--- src/rtl/alu_op_sequencer_pkg.sv ---
// Shared types, op-code boundaries and op classification for the ALU op sequencer.
package alu_pkg;

    localparam int unsigned OP_W = 5;

    typedef enum logic [1:0] {
        IDLE,
        EXEC,
        MC_WAIT,
        RESP
    } alu_seq_state_t;

    typedef enum logic [1:0] {
        SINGLE,
        MULTI,
        ILLEGAL
    } alu_op_class_t;

    localparam logic [OP_W-1:0] OP_SINGLE_LAST = 5'd15;
    localparam logic [OP_W-1:0] OP_MC_FIRST    = 5'd16;
    localparam logic [OP_W-1:0] OP_MC_LAST     = 5'd19;

    // Map a select code to its execution class.
    function automatic alu_op_class_t op_class(input logic [OP_W-1:0] op);
        if (op <= OP_SINGLE_LAST) begin
            return SINGLE;
        end else if ((op >= OP_MC_FIRST) && (op <= OP_MC_LAST)) begin
            return MULTI;
        end else begin
            return ILLEGAL;
        end
    endfunction

endpackage

--- src/rtl/alu_op_sequencer_if.sv ---
// Request/response handshake bundle between the issue stage and the sequencer.
interface alu_op_sequencer_if #(
    parameter int unsigned N = 8
);
    import alu_pkg::*;

    logic                req_valid;
    logic                req_ready;
    logic [OP_W-1:0]     req_op;
    logic [N-1:0]        req_a;
    logic [N-1:0]        req_b;
    logic                rsp_valid;
    logic                rsp_ready;
    logic [N-1:0]        rsp_data;
    logic                rsp_err;

    // Issue side: sends requests, consumes responses.
    modport master (
        output req_valid, req_op, req_a, req_b, rsp_ready,
        input  req_ready, rsp_valid, rsp_data, rsp_err
    );

    // Sequencer side.
    modport slave (
        input  req_valid, req_op, req_a, req_b, rsp_ready,
        output req_ready, rsp_valid, rsp_data, rsp_err
    );

endinterface

--- src/rtl/alu_op_sequencer.sv ---
// Issue controller for the ALU result mux: one op in flight, single- or
// multi-cycle execution with a done timeout, response with error flag.
module alu_op_sequencer
    import alu_pkg::*;
#(
    parameter int unsigned N          = 8,
    parameter int unsigned MC_TIMEOUT = 32
) (
    input  logic               clk,
    input  logic               rst_n,
    alu_op_sequencer_if.slave  bus,
    output logic [OP_W-1:0]    alu_sel,
    output logic [N-1:0]       alu_a,
    output logic [N-1:0]       alu_b,
    input  logic [N-1:0]       alu_result,
    output logic               mc_start,
    input  logic               mc_done,
    output logic               busy
);

    localparam int unsigned CNT_W = $clog2(MC_TIMEOUT);

    alu_seq_state_t     r_state;
    logic [CNT_W-1:0]   r_cnt;
    logic [OP_W-1:0]    r_alu_sel;
    logic [N-1:0]       r_alu_a;
    logic [N-1:0]       r_alu_b;
    logic               r_mc_start;
    logic               r_req_ready;
    logic               r_rsp_valid;
    logic [N-1:0]       r_rsp_data;
    logic               r_rsp_err;
    logic               r_busy;
    alu_op_class_t      w_class;

    assign w_class = op_class(bus.req_op);

    // Sequencer FSM; every output is a register updated here.
    always_ff @(posedge clk or negedge rst_n) begin
        if (!rst_n) begin
            r_state     <= IDLE;
            r_cnt       <= '0;
            r_alu_sel   <= '0;
            r_alu_a     <= '0;
            r_alu_b     <= '0;
            r_mc_start  <= 1'b0;
            r_req_ready <= 1'b1;
            r_rsp_valid <= 1'b0;
            r_rsp_data  <= '0;
            r_rsp_err   <= 1'b0;
            r_busy      <= 1'b0;
        end else begin
            case (r_state)
                IDLE: begin
                    if (bus.req_valid) begin
                        r_req_ready <= 1'b0;
                        r_busy      <= 1'b1;
                        // Illegal ops leave the datapath registers untouched.
                        if (w_class != ILLEGAL) begin
                            r_alu_sel <= bus.req_op;
                            r_alu_a   <= bus.req_a;
                            r_alu_b   <= bus.req_b;
                        end
                        case (w_class)
                            SINGLE: begin
                                r_state <= EXEC;
                            end
                            MULTI: begin
                                r_state    <= MC_WAIT;
                                r_mc_start <= 1'b1;
                                r_cnt      <= '0;
                            end
                            default: begin
                                r_state     <= RESP;
                                r_rsp_valid <= 1'b1;
                                r_rsp_data  <= '0;
                                r_rsp_err   <= 1'b1;
                            end
                        endcase
                    end
                end
                EXEC: begin
                    r_rsp_data  <= alu_result;
                    r_rsp_err   <= 1'b0;
                    r_rsp_valid <= 1'b1;
                    r_state     <= RESP;
                end
                MC_WAIT: begin
                    r_mc_start <= 1'b0;
                    // Done is checked first so it wins a tie with expiry.
                    if (mc_done) begin
                        r_rsp_data  <= alu_result;
                        r_rsp_err   <= 1'b0;
                        r_rsp_valid <= 1'b1;
                        r_state     <= RESP;
                    end else if (r_cnt == CNT_W'(MC_TIMEOUT - 1)) begin
                        r_rsp_data  <= '0;
                        r_rsp_err   <= 1'b1;
                        r_rsp_valid <= 1'b1;
                        r_state     <= RESP;
                    end else begin
                        r_cnt <= r_cnt + CNT_W'(1);
                    end
                end
                RESP: begin
                    if (bus.rsp_ready) begin
                        r_rsp_valid <= 1'b0;
                        r_req_ready <= 1'b1;
                        r_busy      <= 1'b0;
                        r_state     <= IDLE;
                    end
                end
                default: begin
                    r_state <= IDLE;
                end
            endcase
        end
    end

    assign alu_sel       = r_alu_sel;
    assign alu_a         = r_alu_a;
    assign alu_b         = r_alu_b;
    assign mc_start      = r_mc_start;
    assign busy          = r_busy;
    assign bus.req_ready = r_req_ready;
    assign bus.rsp_valid = r_rsp_valid;
    assign bus.rsp_data  = r_rsp_data;
    assign bus.rsp_err   = r_rsp_err;

endmodule
--- src/flat_wrapper.sv ---
// flat-port wrapper written by rule: the top's interface ports become plain ports
module alu_op_sequencer_flat import alu_pkg::*;
#(
    parameter int unsigned N          = 8,
    parameter int unsigned MC_TIMEOUT = 32
)
  (clk, rst_n, alu_sel, alu_a, alu_b, alu_result, mc_start, mc_done, busy, bus_req_valid, bus_req_op, bus_req_a, bus_req_b, bus_rsp_ready, bus_req_ready, bus_rsp_valid, bus_rsp_data, bus_rsp_err);
  alu_op_sequencer_if #(.N(N)) bus_i ();
  input  logic clk;
  input  logic rst_n;
  output logic [OP_W-1:0] alu_sel;
  output logic [N-1:0] alu_a;
  output logic [N-1:0] alu_b;
  input  logic [N-1:0] alu_result;
  output logic mc_start;
  input  logic mc_done;
  output logic busy;
  input wire logic [$bits(bus_i.req_valid)-1:0] bus_req_valid;
  input wire logic [$bits(bus_i.req_op)-1:0] bus_req_op;
  input wire logic [$bits(bus_i.req_a)-1:0] bus_req_a;
  input wire logic [$bits(bus_i.req_b)-1:0] bus_req_b;
  input wire logic [$bits(bus_i.rsp_ready)-1:0] bus_rsp_ready;
  output wire logic [$bits(bus_i.req_ready)-1:0] bus_req_ready;
  output wire logic [$bits(bus_i.rsp_valid)-1:0] bus_rsp_valid;
  output wire logic [$bits(bus_i.rsp_data)-1:0] bus_rsp_data;
  output wire logic [$bits(bus_i.rsp_err)-1:0] bus_rsp_err;
  assign bus_i.req_valid = bus_req_valid;
  assign bus_i.req_op = bus_req_op;
  assign bus_i.req_a = bus_req_a;
  assign bus_i.req_b = bus_req_b;
  assign bus_i.rsp_ready = bus_rsp_ready;
  assign bus_req_ready = bus_i.req_ready;
  assign bus_rsp_valid = bus_i.rsp_valid;
  assign bus_rsp_data = bus_i.rsp_data;
  assign bus_rsp_err = bus_i.rsp_err;
  alu_op_sequencer #(.N(N), .MC_TIMEOUT(MC_TIMEOUT)) u_core (.clk(clk), .rst_n(rst_n), .bus(bus_i), .alu_sel(alu_sel), .alu_a(alu_a), .alu_b(alu_b), .alu_result(alu_result), .mc_start(mc_start), .mc_done(mc_done), .busy(busy));
endmodule
--- config.mk ---
export PLATFORM = sky130hd
export DESIGN_NAME = alu_op_sequencer_flat
export DESIGN_NICKNAME = d
export VERILOG_FILES = /design/src/rtl/alu_op_sequencer_pkg.sv /design/src/rtl/alu_op_sequencer_if.sv /design/src/rtl/alu_op_sequencer.sv /design/src/flat_wrapper.sv
export SDC_FILE = /design/constraint.sdc
export NUM_CORES = 1
export LEC_CHECK = 0
export BUFFER_PORTS_ARGS = -buffer_cell sky130_fd_sc_hd__buf_2
export CORE_ASPECT_RATIO = 1.5
export CORE_MARGIN = 2
export CORE_UTILIZATION = 30
export DETAILED_ROUTE_END_ITERATION = 10
export PLACE_DENSITY = 0.57
export REMOVE_ABC_BUFFERS = 1
export SLEW_MARGIN = 20
export SYNTH_ARGS = -nofsm -noshare
export SYNTH_HDL_FRONTEND = slang
export SYNTH_SLANG_ARGS = --single-unit
--- constraint.sdc ---
create_clock -name clk -period 1.9 [get_ports clk]
set_input_delay 0.38 -clock clk [delete_from_list [all_inputs] [get_ports clk]]
set_output_delay 0.38 -clock clk [all_outputs]
set_load 0.02 [all_outputs]
==> flow_summary.yaml <==
synthesis:
  netlist_instances: 162
  synth_cell_types: 41
  synth.avg_cell_area_um2: 12.5
  synth_xor_area_share_pct: 0
  synth_ff_type: "dfrtp_1"
  synthArstFlopShare_pct: 100
  ys_seq_area_share_pct: 50.9
  synth_mux_area_share_pct: 18.7
  synth_adder_area_share_pct: 4.34
  synth_top_area_share_pct: 49.6
  synth-compound-area-share_pct: 9.49
  synth_area_leaders: "dfrtp_1, mux2_2, ha_1"
  yosysTopAreaCell: "dfrtp_1"
  synth_edf_count: 0
  synthSimpleGateAreaFrac_pct: 13.9
  synth-seq-cells: 41
  syn_area_um2: 2020
  synth_top_family_by_area: "multiplexers"
  yosysWarnings: 0
global_routing:
  grt_util_met1_pct: 15.2
  grt_max_degree: 25
  antenna_found_initial: 0
  grt.met3_usage_pct: 2.03
  overflow: 0
  busiest_layer: "met2"
  grt_first_pass_wirelength_mm: 7.81
  globalRouteTotalUtil_pct: 13.2
  grt_pass1_vias: 1578
  grt_use_met2_pct: 23.4
pwr:
  power_leakage_uw: 0.00140
  pwr_density_cell_nw_per_um2: 1710
  vdd_drop_max_mv: 0.695
worst_setup_path:
  crit_path_end_kind: "flop"
  arrival_ps: 2030
  worstReg2RegEnd: "u_core.r_cnt[0]"
  crit_path_cell_trace: "ha_2, and3_4, ha_4, or4bb_2, a22oi_2, nor3_1"
  r2r_slack_ps: 50
  criticalPathCategory: "flop to flop"
  crit_fanout: 4
  crit_path_start_kind: "flop"
  rr_startpoint: "u_core.r_cnt[0]"
  crit_family: "simple AND/OR/NAND/NOR gates"
  slowest_stage: "or4bb_2"
  cp-startpoint: "u_core.r_cnt[0]"
  cpPeakStageDelay_ps: 610
  cp.required_ps: 2080
  path_buf_inv: 0
  reg2reg_depth: 6
placement:
  gp_congestion: 0.760
  detailed_place_hpwl_mm: 3.61
  preCtsSetupSlack_ps: -53.4
  port_buffers: 67
  dp_cells: 315
final_layout:
  fin_cells: 325
  drive_above_1_share_pct: 56.6
  syn_to_final_growth_pct: 38.0
  mostFrequentLayoutCells: "buf_2, dfrtp_1, mux2_2"
  final_common_cell: "buf_2"
  antennaDiodeCount: 0
  final_nets: 289
  nFillCells: 670
floorplan:
  die_h_um: 104
  die_area_um2: 7410
  num_rows: 36
  core_um2: 6490
  die_width_um: 71.0
  initial_utilization_pct: 31.1
  pin_count: 68
drt:
  viasPerCell: 4.99
  final_antenna_net_count: 0
  vias: 1621
  drtPass1Iterations: 4
  drc_errors: 0
  routed_wl_mm: 4.71
  avgRoutedWirePerCell_um: 14.5
  drt_iter0_drc: 72
sta:
  min_period_over_period_pct: 97.4
  min_period_ps: 1850
  maxSlewViolCount: 0
  worstMarginPinSlew_ps: 455
  fmax_mhz: 540
  final-setup-viol-count: 0
  hold_viol: 0
  finClkSkew_ps: 6.33
  hold-worst-slack_ps: 22.5
  rsz0062_at_grt: "true"
  worst_slack_ps: 49.8
  relSlewSlack_pct: 69.7
clock_tree:
  tritoncts: "done"
  cts.sinks: 41
  cts_made_buffers: 5
  cts.htree.levels: 2
  cts_hold_buffers: 0
  clockBufferDepth: 2
  clock-root-buffer: "clkbuf_8"
  clkTransAtPathRegs_ps: 80
  worst_skew_pair.late_latency_ps: 290
run_status:
  status: "complete, no violations"
run:
  maxCapViolations: 0
worst_hold_path:
  hp-class: "primary input to asynchronous set/reset pin"
-- power breakdown --
group / switching [uW] / leakage [uW] / total (uW) / internal (uW)
Combinational: 1290 / 0.000820 / 2440 / 1150
Sequential: 192 / 0.000510 / 1460 / 1270
Clock: 315 / 0.0000687 / 844 / 529
-- routing by layer --
metal  part of all wire, %  up-vias
met5                     0        -
met4                   1.8        0
met3                   2.7        7
met2                    56       31
met1                    40      819
li1                      -      764
-- worst register-to-register path, cell delays in order (launching register included) --
cell and delay [ps]:
dfrtp_1 390, ha_2 190, and3_4 180, ha_4 170
or4bb_2 610, a22oi_2 130, nor3_1 70
-- worst max path at each step --
stage / to / slack [ps] / cells after the start
finish: u_core.r_cnt[0] / 50 / 6
global route: u_core.bus.rsp_data[1] / -30 / 7
CTS: u_core.r_cnt[0] / -3 / 6
detailed placement: u_core.bus.rsp_data[4] / -50 / 7
global placement: u_core.r_cnt[0] / -20 / 6
floorplan: u_core.alu_a[0] / -380 / 4
-- cells in the mapped netlist (all sizes together) (2+ instances only) --
library cell and number:
a2111oi 2, a21oi 2, a22o 3, a22oi 2, a2bb2oi 2, and3 10
buf 3, clkbuf 5, dfrtp 40, ha 7, inv 5, mux2 30
mux2i 4, nand2 6, nand2b 4, nand3 5, nand4 2, nor2 3
nor2b 2, nor3 2, nor3b 3, o21ai 2, o221ai 2, or2 2
or4 2
-- layout make-up --
cell class | instances | area, um2 | share of cell area, %
Sequential cell | 41 | 1030 | 36.9
Multi-Input combinational cell | 108 | 991 | 35.6
Tap cell | 76 | 95.1 | 3.42
Clock inverter | 3 | 68.8 | 2.47
Clock buffer | 5 | 68.8 | 2.47
Timing Repair Buffer | 87 | 514 | 18.5
Inverter | 5 | 18.8 | 0.674
-- repair_timing --
| action | CTS | global route |
|---|---|---|
| resized for setup | 2 | 11 |
| buffers inserted | 0 | 1 |
| cloned | 1 | 0 |
| pin swaps | 1 | 0 |
| setup endpoints to repair | 12 | 13 |
-- registers in the layout, indices dropped and copies added (netlist names), 2 cells and up --
signal,count
u_core.alu_a,8
u_core.alu_b,8
u_core.alu_sel,5
u_core.bus.rsp_data,8
u_core.r_cnt,5
u_core.r_state,2
-- stage by stage --
stage                     power [uW]  util (%)  setup TNS [ps]  instance area [um2]
after floorplan                 2970         -          -10200                 1980
after global placement          3800      39.7            -169                 2570
after detailed placement        3850      39.7            -490                 2570
after CTS                       4760      42.0           -3.09                 2720
after global routing            5070      42.9            -147                 2780
final                           4750      42.9               0                 2780
-- cells by family (layout without fill, tap and decap cells) --
family	count (synthesis)	after routing
simple gates	45	45
flops	41	41
mux	34	34
compound gates	22	22
buf+inv	13	100
fa+ha+maj	7	7
Note: power is estimated with default switching activity, not from simulation.
